--- src/rtl/fp_addsub_pipe.sv ---
// fp_addsub_pipe: 3-stage pipelined IEEE-754 adder/subtractor with RNE rounding,
// special-case handling and {invalid, overflow, underflow, inexact} flags.
// Optional macro FP_ADDSUB_SUBNORMAL_EN: full subnormal support; when undefined,
// subnormal inputs and tiny results are flushed to signed zero.
module fp_addsub_pipe #(
  parameter  int unsigned EXP_W = 8,
  parameter  int unsigned MAN_W = 23,
  localparam int unsigned WIDTH = 1 + EXP_W + MAN_W
) (
  input  logic             clk,
  input  logic             reset,
  input  logic             in_valid,
  output logic             in_ready,
  input  logic [WIDTH-1:0] a,
  input  logic [WIDTH-1:0] b,
  input  logic             subtract,
  output logic             out_valid,
  input  logic             out_ready,
  output logic [WIDTH-1:0] y,
  output logic [3:0]       flags
);
  localparam int unsigned SIG = MAN_W + 1;
  localparam int unsigned EW  = MAN_W + 4;
  localparam int unsigned EE  = EXP_W + 2;
  localparam int unsigned LZW = $clog2(EW + 1);
  localparam logic [EXP_W-1:0] EXP_MAX = '1;
  localparam logic [WIDTH-1:0] QNAN = {1'b0, EXP_MAX, 1'b1, {(MAN_W-1){1'b0}}};

  logic w_adv;
  assign w_adv    = !out_valid || out_ready;
  assign in_ready = w_adv;

  logic             w_as, w_bs;
  logic [EXP_W-1:0] w_ae, w_be, w_a_ee, w_b_ee;
  logic [MAN_W-1:0] w_af, w_bf;
  logic             w_a_nan, w_b_nan, w_a_snan, w_b_snan, w_a_inf, w_b_inf;
  logic             w_a_zero, w_b_zero, w_a_hid, w_b_hid;

  assign w_as = a[WIDTH-1];
  assign w_ae = a[WIDTH-2 -: EXP_W];
  assign w_af = a[MAN_W-1:0];
  assign w_bs = b[WIDTH-1] ^ subtract;
  assign w_be = b[WIDTH-2 -: EXP_W];
  assign w_bf = b[MAN_W-1:0];

  assign w_a_nan  = (w_ae == EXP_MAX) && (w_af != '0);
  assign w_b_nan  = (w_be == EXP_MAX) && (w_bf != '0);
  assign w_a_snan = w_a_nan && !w_af[MAN_W-1];
  assign w_b_snan = w_b_nan && !w_bf[MAN_W-1];
  assign w_a_inf  = (w_ae == EXP_MAX) && (w_af == '0);
  assign w_b_inf  = (w_be == EXP_MAX) && (w_bf == '0);
`ifdef FP_ADDSUB_SUBNORMAL_EN
  assign w_a_zero = (w_ae == '0) && (w_af == '0);
  assign w_b_zero = (w_be == '0) && (w_bf == '0);
  assign w_a_hid  = (w_ae != '0);
  assign w_b_hid  = (w_be != '0);
  assign w_a_ee   = (w_ae != '0) ? w_ae : EXP_W'(1);
  assign w_b_ee   = (w_be != '0) ? w_be : EXP_W'(1);
`else
  assign w_a_zero = (w_ae == '0);
  assign w_b_zero = (w_be == '0);
  assign w_a_hid  = 1'b1;
  assign w_b_hid  = 1'b1;
  assign w_a_ee   = w_ae;
  assign w_b_ee   = w_be;
`endif

  logic             w_a_big, w_l_s, w_eff_sub, w_spec, w_spec_inv;
  logic [EXP_W-1:0] w_l_e, w_d;
  logic [SIG-1:0]   w_s_sig;
  logic [EW-1:0]    w_ml, w_ms, w_s_ext;
  logic [WIDTH-1:0] w_spec_y;

  // Stage 1: swap by magnitude, align the smaller operand with sticky, resolve specials.
  always_comb begin
    w_a_big   = {w_ae, w_af} >= {w_be, w_bf};
    w_l_s     = w_a_big ? w_as : w_bs;
    w_l_e     = w_a_big ? w_a_ee : w_b_ee;
    w_d       = w_a_big ? (w_a_ee - w_b_ee) : (w_b_ee - w_a_ee);
    w_ml      = w_a_big ? {w_a_hid, w_af, 3'b000} : {w_b_hid, w_bf, 3'b000};
    w_s_sig   = w_a_big ? {w_b_hid, w_bf} : {w_a_hid, w_af};
    w_s_ext   = {w_s_sig, 3'b000};
    w_eff_sub = w_as ^ w_bs;
    if (32'(w_d) >= EW - 1) w_ms = {{(EW-1){1'b0}}, |w_s_sig};
    else w_ms = (w_s_ext >> w_d) | EW'(|(w_s_ext & ~({EW{1'b1}} << w_d)));

    w_spec     = 1'b1;
    w_spec_inv = 1'b0;
    w_spec_y   = '0;
    if (w_a_nan || w_b_nan || (w_a_inf && w_b_inf && w_eff_sub)) begin
      w_spec_y   = QNAN;
      w_spec_inv = w_a_snan || w_b_snan || (w_a_inf && w_b_inf);
    end else if (w_a_inf) w_spec_y = {w_as, EXP_MAX, {MAN_W{1'b0}}};
    else if (w_b_inf) w_spec_y = {w_bs, EXP_MAX, {MAN_W{1'b0}}};
    else if (w_a_zero && w_b_zero) w_spec_y = {w_as & w_bs, {(WIDTH-1){1'b0}}};
    else if (w_b_zero) w_spec_y = a;
    else if (w_a_zero) w_spec_y = {w_bs, b[WIDTH-2:0]};
    else w_spec = 1'b0;
  end

  logic             r1_valid, r1_spec, r1_spec_inv, r1_sign, r1_sub;
  logic [WIDTH-1:0] r1_spec_y;
  logic [EXP_W-1:0] r1_exp;
  logic [EW-1:0]    r1_ml, r1_ms;

  // Stage 1 register.
  always_ff @(posedge clk) begin
    if (reset) begin
      r1_valid <= 1'b0;
    end else if (w_adv) begin
      r1_valid    <= in_valid;
      r1_spec     <= w_spec;
      r1_spec_inv <= w_spec_inv;
      r1_spec_y   <= w_spec_y;
      r1_sign     <= w_l_s;
      r1_sub      <= w_eff_sub;
      r1_exp      <= w_l_e;
      r1_ml       <= w_ml;
      r1_ms       <= w_ms;
    end
  end

  logic [EW:0]    w_sum;
  logic [LZW-1:0] w_lzc;

  // Stage 2: magnitude add/subtract and leading-zero count.
  always_comb begin
    if (r1_sub) w_sum = {1'b0, r1_ml} - {1'b0, r1_ms};
    else        w_sum = {1'b0, r1_ml} + {1'b0, r1_ms};
    w_lzc = LZW'(EW);
    for (int i = 0; i < int'(EW); i++) begin
      if (w_sum[i]) w_lzc = LZW'(int'(EW) - 1 - i);
    end
  end

  logic             r2_valid, r2_spec, r2_spec_inv, r2_sign;
  logic [WIDTH-1:0] r2_spec_y;
  logic [EXP_W-1:0] r2_exp;
  logic [EW:0]      r2_sum;
  logic [LZW-1:0]   r2_lzc;

  // Stage 2 register.
  always_ff @(posedge clk) begin
    if (reset) begin
      r2_valid <= 1'b0;
    end else if (w_adv) begin
      r2_valid    <= r1_valid;
      r2_spec     <= r1_spec;
      r2_spec_inv <= r1_spec_inv;
      r2_spec_y   <= r1_spec_y;
      r2_sign     <= r1_sign;
      r2_exp      <= r1_exp;
      r2_sum      <= w_sum;
      r2_lzc      <= w_lzc;
    end
  end

  logic [EW-1:0]        w_m;
  logic signed [EE-1:0] w_e0, w_lz, w_en, w_ef;
  logic                 w_tiny, w_inx, w_rup;
  logic [SIG:0]         w_mr;
  logic [EXP_W-1:0]     w_efield;
  logic [MAN_W-1:0]     w_frac;
  logic [WIDTH-1:0]     w_y;
  logic [3:0]           w_fl;
`ifdef FP_ADDSUB_SUBNORMAL_EN
  logic signed [EE-1:0] w_sh;
`endif

  // Stage 3: normalize, round to nearest even, detect overflow/underflow, pack.
  always_comb begin
    w_e0   = $signed(EE'(r2_exp));
    w_lz   = $signed(EE'(r2_lzc));
    w_tiny = 1'b0;
`ifdef FP_ADDSUB_SUBNORMAL_EN
    w_sh   = '0;
`endif
    if (r2_sum[EW]) begin
      w_m  = {r2_sum[EW:2], r2_sum[1] | r2_sum[0]};
      w_en = w_e0 + $signed(EE'(1));
    end else begin
      w_tiny = (w_e0 - w_lz) < $signed(EE'(1));
`ifdef FP_ADDSUB_SUBNORMAL_EN
      w_sh = w_tiny ? (w_e0 - $signed(EE'(1))) : w_lz;
      w_m  = r2_sum[EW-1:0] << w_sh;
      w_en = w_e0 - w_sh;
`else
      w_m  = r2_sum[EW-1:0] << r2_lzc;
      w_en = w_e0 - w_lz;
`endif
    end
    w_inx = |w_m[2:0];
    w_rup = w_m[2] & (w_m[1] | w_m[0] | w_m[3]);
    w_mr  = {1'b0, w_m[EW-1:3]} + (SIG+1)'(w_rup);
    if (w_mr[SIG]) begin
      w_frac = w_mr[MAN_W:1];
      w_ef   = w_en + $signed(EE'(1));
    end else begin
      w_frac = w_mr[MAN_W-1:0];
      w_ef   = w_en;
    end
    // a result still lacking the hidden bit after rounding is subnormal
    w_efield = (w_mr[SIG] || w_mr[SIG-1]) ? w_ef[EXP_W-1:0] : '0;

    w_y  = {r2_sign, w_efield, w_frac};
    w_fl = {2'b00, w_tiny & w_inx, w_inx};
    if (r2_spec) begin
      w_y  = r2_spec_y;
      w_fl = {r2_spec_inv, 3'b000};
    end else if (r2_sum == '0) begin
      w_y  = '0;
      w_fl = '0;
`ifndef FP_ADDSUB_SUBNORMAL_EN
    end else if (w_tiny) begin
      w_y  = {r2_sign, {(WIDTH-1){1'b0}}};
      w_fl = 4'b0011;
`endif
    end else if (w_ef >= $signed(EE'(EXP_MAX))) begin
      w_y  = {r2_sign, EXP_MAX, {MAN_W{1'b0}}};
      w_fl = 4'b0101;
    end
  end

  // Output register; holds while the consumer stalls.
  always_ff @(posedge clk) begin
    if (reset) begin
      out_valid <= 1'b0;
      y         <= '0;
      flags     <= '0;
    end else if (w_adv) begin
      out_valid <= r2_valid;
      if (r2_valid) begin
        y     <= w_y;
        flags <= w_fl;
      end
    end
  end
endmodule

--- config.mk ---
export PLATFORM = sky130hd
export DESIGN_NAME = fp_addsub_pipe
export DESIGN_NICKNAME = d
export VERILOG_FILES = /design/src/rtl/fp_addsub_pipe.sv
export SDC_FILE = /design/constraint.sdc
export NUM_CORES = 1
export LEC_CHECK = 0
export BUFFER_PORTS_ARGS = -buffer_cell sky130_fd_sc_hd__buf_2
export CAP_MARGIN = 30
export CORE_ASPECT_RATIO = 0.8
export CORE_UTILIZATION = 50
export DETAILED_ROUTE_END_ITERATION = 12
export PLACE_DENSITY = 0.65
export SLEW_MARGIN = 15
export SYNTH_ARGS = -nofsm -noshare
export SYNTH_HDL_FRONTEND = slang
export SYNTH_SLANG_ARGS = --single-unit
export TNS_END_PERCENT = 20
--- constraint.sdc ---
create_clock -name clk -period 28.3 [get_ports clk]
set_input_delay 4.245 -clock clk [delete_from_list [all_inputs] [get_ports clk]]
set_output_delay 4.245 -clock clk [all_outputs]
set_load 0.01 [all_outputs]
==> results.md <==
* CP endpoint kind: flop
* Root Driver: clkbuf_16
* Area leader, netlist: edfxtp_1
* Total gr overflow at 0
* Largest net degree at the start of global routing at 80
* Tot GR Track Use at between 30 and 40%
* RSZ-0062 raised after global routing: no
* Asr flop ratio synth at 0%
* Cell Pwr Density at between 60 and 70 nW/um^2
* Top cell type's share of synthesized area at between 30% and 40%
* Final hold vios at 0
* Distinct cells, synth at 89
* Max clock buf depth at 3
* Hold bufs inserted after CTS at 0
* Gate Count Post-Synth at 1749
* Synth Register Bits at around 210
* Overall die width at 205 microns
* Slew @ Worst Pin at ~0.96 ns
* Clk_lat worst skew at 0.52 ns
* TritonRoute pass-1 iters at 5
* Reg-to-Reg Start: r1_ms[0]$_SDFFCE_PP1P_
* Iter 0 DRT Violations at 1500
* Min cycle time layout at 9.23 ns
* Row Count at 58
* Die height at 164 microns
* Synth Cell Area at 16400 sq um
* I/O Pins at around 110
* Final Setup Violations at 0
* Synth Flop Type: edfxtp_1
* EDFF count, synth at 170
* Rel. slew slack at 35.7%
* Max FO, Critical Path at 42
* Overall Power at 1230 uW
* Synth Area in XOR/XNOR at 4.97%
* Number of global-route vias before repair at about 13000
* Max Cap Violations at 0
* Final Max Tran Viols at 0
* Mux contribution to synthesized area at 13.5%
* Area grow syn2layout at 9.69%
* DPL Wire Length at 39.0 mm
* CTS tree: built
* Drt total wl at 50.9 mm
* Final Core Density at 56.5%
* Total number of vias at roughly 14000
* Largest cells by area after synthesis: edfxtp_1 31%, ha_1 5.6%, nor2_1 5.1%
* Syn. warnings at 0
* H-tree depth at 1
* Synth Area in Adders at 6.01%
* Initial antenna violation count at 0
* Sequential area share after synthesis at 35.9%
* Reg2Reg Capture Point: r2_lzc[4]$_SDFFCE_PP0P_
* Antenna-violating nets left at 0
* Clk slew on worst S/H paths at 0.06 ns
* Initial Utilization at 51.5%
* CP arrival at 9.48 ns
* Total CTS buffers at 23
* Syn Area/Cell at 9.38 sq um
* Hold slack at around 0.41 ns
* Final Skew at 0.0146 ns
* TritonCTS Sinks at 209
* Compound-Gate Fraction of Synth Area at 17.3%
* Worst Setup EP: r1_ms[0]$_SDFFCE_PP1P_
* Status: finished clean
* # DRC at 0
* Syn Nets at roughly 1900
* Crit path from: b[23]
* Leak Pwr at 0.00706 uW
* Vias/cell at 6.35
* Reg-to-reg setup timing slack at 22.78 ns
* Post-CTS Setup Repair Bufs at 0
* Simple-gate share of the synthesized area at 18.2%
* Worst setup SP type: primary input
* Layout cells sized above 1 at 15.1%
* Final net count at 1961
* Post-CTS Resized at 0
* Die footprint at 33500 sq um
* First-pass GRT wire length at 77.6 mm
* Largest family of logic cells by synthesized area: simple AND/OR/NAND/NOR gates
* Fmax at 108 MHz
* Worst reg2reg path depth at 19
* Global placement routability congestion at about 0.99
* Critical path type: primary input to flop
* CORE AREA at 31900 sq um
* Min-Delay Path Class: flop to flop
* Final worst path period share at roughly a third
* # diodes at 0
* Worst path required time at 28.55 ns
* WL/cell at 22.6 microns
* I/O Buffers at 106
* TNS Setup at 0 ns
* Worst IR drop on VDD at 0.0390 mV
==> worst min-delay path by stage <==
stage / start / endpoint / slack, ns / cells past startpoint
after global placement: r1_spec_y[5]$_SDFFCE_PP0P_ / r2_spec_y[5]$_DFFE_PP_ / 0.40 / 0
after floorplan: r1_exp[0]$_DFFE_PP_ / r2_exp[0]$_DFFE_PP_ / 0.40 / 0
final: r1_exp[4]$_DFFE_PP_ / r2_exp[4]$_DFFE_PP_ / 0.41 / 0
after CTS: r1_exp[4]$_DFFE_PP_ / r2_exp[4]$_DFFE_PP_ / 0.41 / 0
after global routing: r1_exp[4]$_DFFE_PP_ / r2_exp[4]$_DFFE_PP_ / 0.41 / 0
after detailed placement: r1_exp[4]$_DFFE_PP_ / r2_exp[4]$_DFFE_PP_ / 0.40 / 0
==> flip-flops by register name, indices dropped and copies added (netlist names), 4 cells and up <==
| register | flops |
|---|---|
| r1_spec_y | 32 |
| r1_exp | 8 |
| flags | 4 |
| r2_exp | 8 |
| r1_ms | 27 |
| r2_spec_y | 32 |
| y | 32 |
| r2_lzc | 5 |
| r1_ml | 23 |
| r2_sum | 28 |
==> worst max-delay path, cell delays in order <==
cell and delay [ns]:
buf_2 0.14, inv_1 0.05, ha_1 0.21, fa_1 0.43
a21oi_1 0.23, o21bai_1 0.09, o221a_2 0.23, a211o_1 0.31
a21oi_4 0.42, buf_4 0.56, mux2i_1 0.28, xnor2_1 0.18
and2_1 0.73, nand3_1 0.50, a21oi_1 0.27, o221ai_1 0.14
or4_1 0.44
==> stage by stage <==
stage | setup WS (ns) | area [sq um] | std cells
final | 19.07 | 18000 | 2252
after global routing | 18.71 | 18000 | 2252
after CTS | 19.18 | 18000 | 2250
after detailed placement | 18.66 | 17200 | 2208
after global placement | 18.63 | 17200 | 2208
after floorplan | 15.43 | 16400 | 1749
==> synthesized netlist by cell type (6+ instances only) <==
library cell and n:
a2bb2oi_1 6, inv_1 69, mux2_2 43, and3_1 17
or3_1 11, o31ai_1 8, edfxtp_1 170, or4_1 7
buf_1 13, a22oi_1 10, a22o_1 6, o221ai_1 6
mux4_1 9, nand2b_1 18, o21bai_1 14, nand3b_1 6
a31oi_1 14, a221oi_1 17, o21a_1 8, nand4_1 23
a21oi_1 140, nor2_1 225, dfxtp_1 39, o21ai_0 71
mux2i_1 80, ha_1 74, buf_2 14, clkbuf_1 53
nor3_1 56, nor2b_1 13, xnor2_1 65, a21o_1 23
nor4_1 26, xor2_1 28, nand2_1 141, or2_2 6
and2_1 7, a211oi_1 27, o22ai_1 10, nand3_1 32
mux4_2 31
==> per-layer routing <==
metal  global-route usage (%)  up-vias  share of wire (%)
met3                     3.59       83                8.1
li1                         -     6724                  -
met2                     45.3      657                 43
met5                        0        -                  0
met4                     7.50        0                2.4
met1                     45.8     6840                 47
==> power by group <==
group	leakage, uW	switching [uW]	internal [uW]
Combinational	0.00470	320	212
Clock	0.000343	125	168
Sequential	0.00202	31.0	371
==> logic make-up (layout without fill, tap and decap cells) <==
group,count (synthesis),after routing
AOI/OAI and AO/OA,429,429
muxes,163,163
xor gates and xnor gates,93,93
and+or+nand+nor,619,619
buffers and inverters,159,242
adders and majority gates,77,77
DFF,209,209
==> cell usage in the layout, fill, tap and decap left out, drive strengths merged, types with 17 or more instances in the layout <==
cell type	instances
nor4	28
edfxtp	170
ha	74
nor3	62
and3	17
nand2b	18
xnor2	65
a221oi	18
nand3	32
mux2	43
a21o	23
a211oi	28
nand2	142
a21oi	140
nor2	226
o21ai	72
mux2i	80
inv	73
nand4	24
dfxtp	39
mux4	40
buf	127
xor2	28
clkbuf	27
==> area by class of cell <==
class	count	area (sq um)
inverter	72	270
clock buffer	26	587
timing repair buffer	128	703
tap	420	526
clock inverter	16	146
sequential	209	5890
multi-input combinational	1381	9880
fill	2893	13900
No activity file was read; power rests on OpenSTA's default activity.
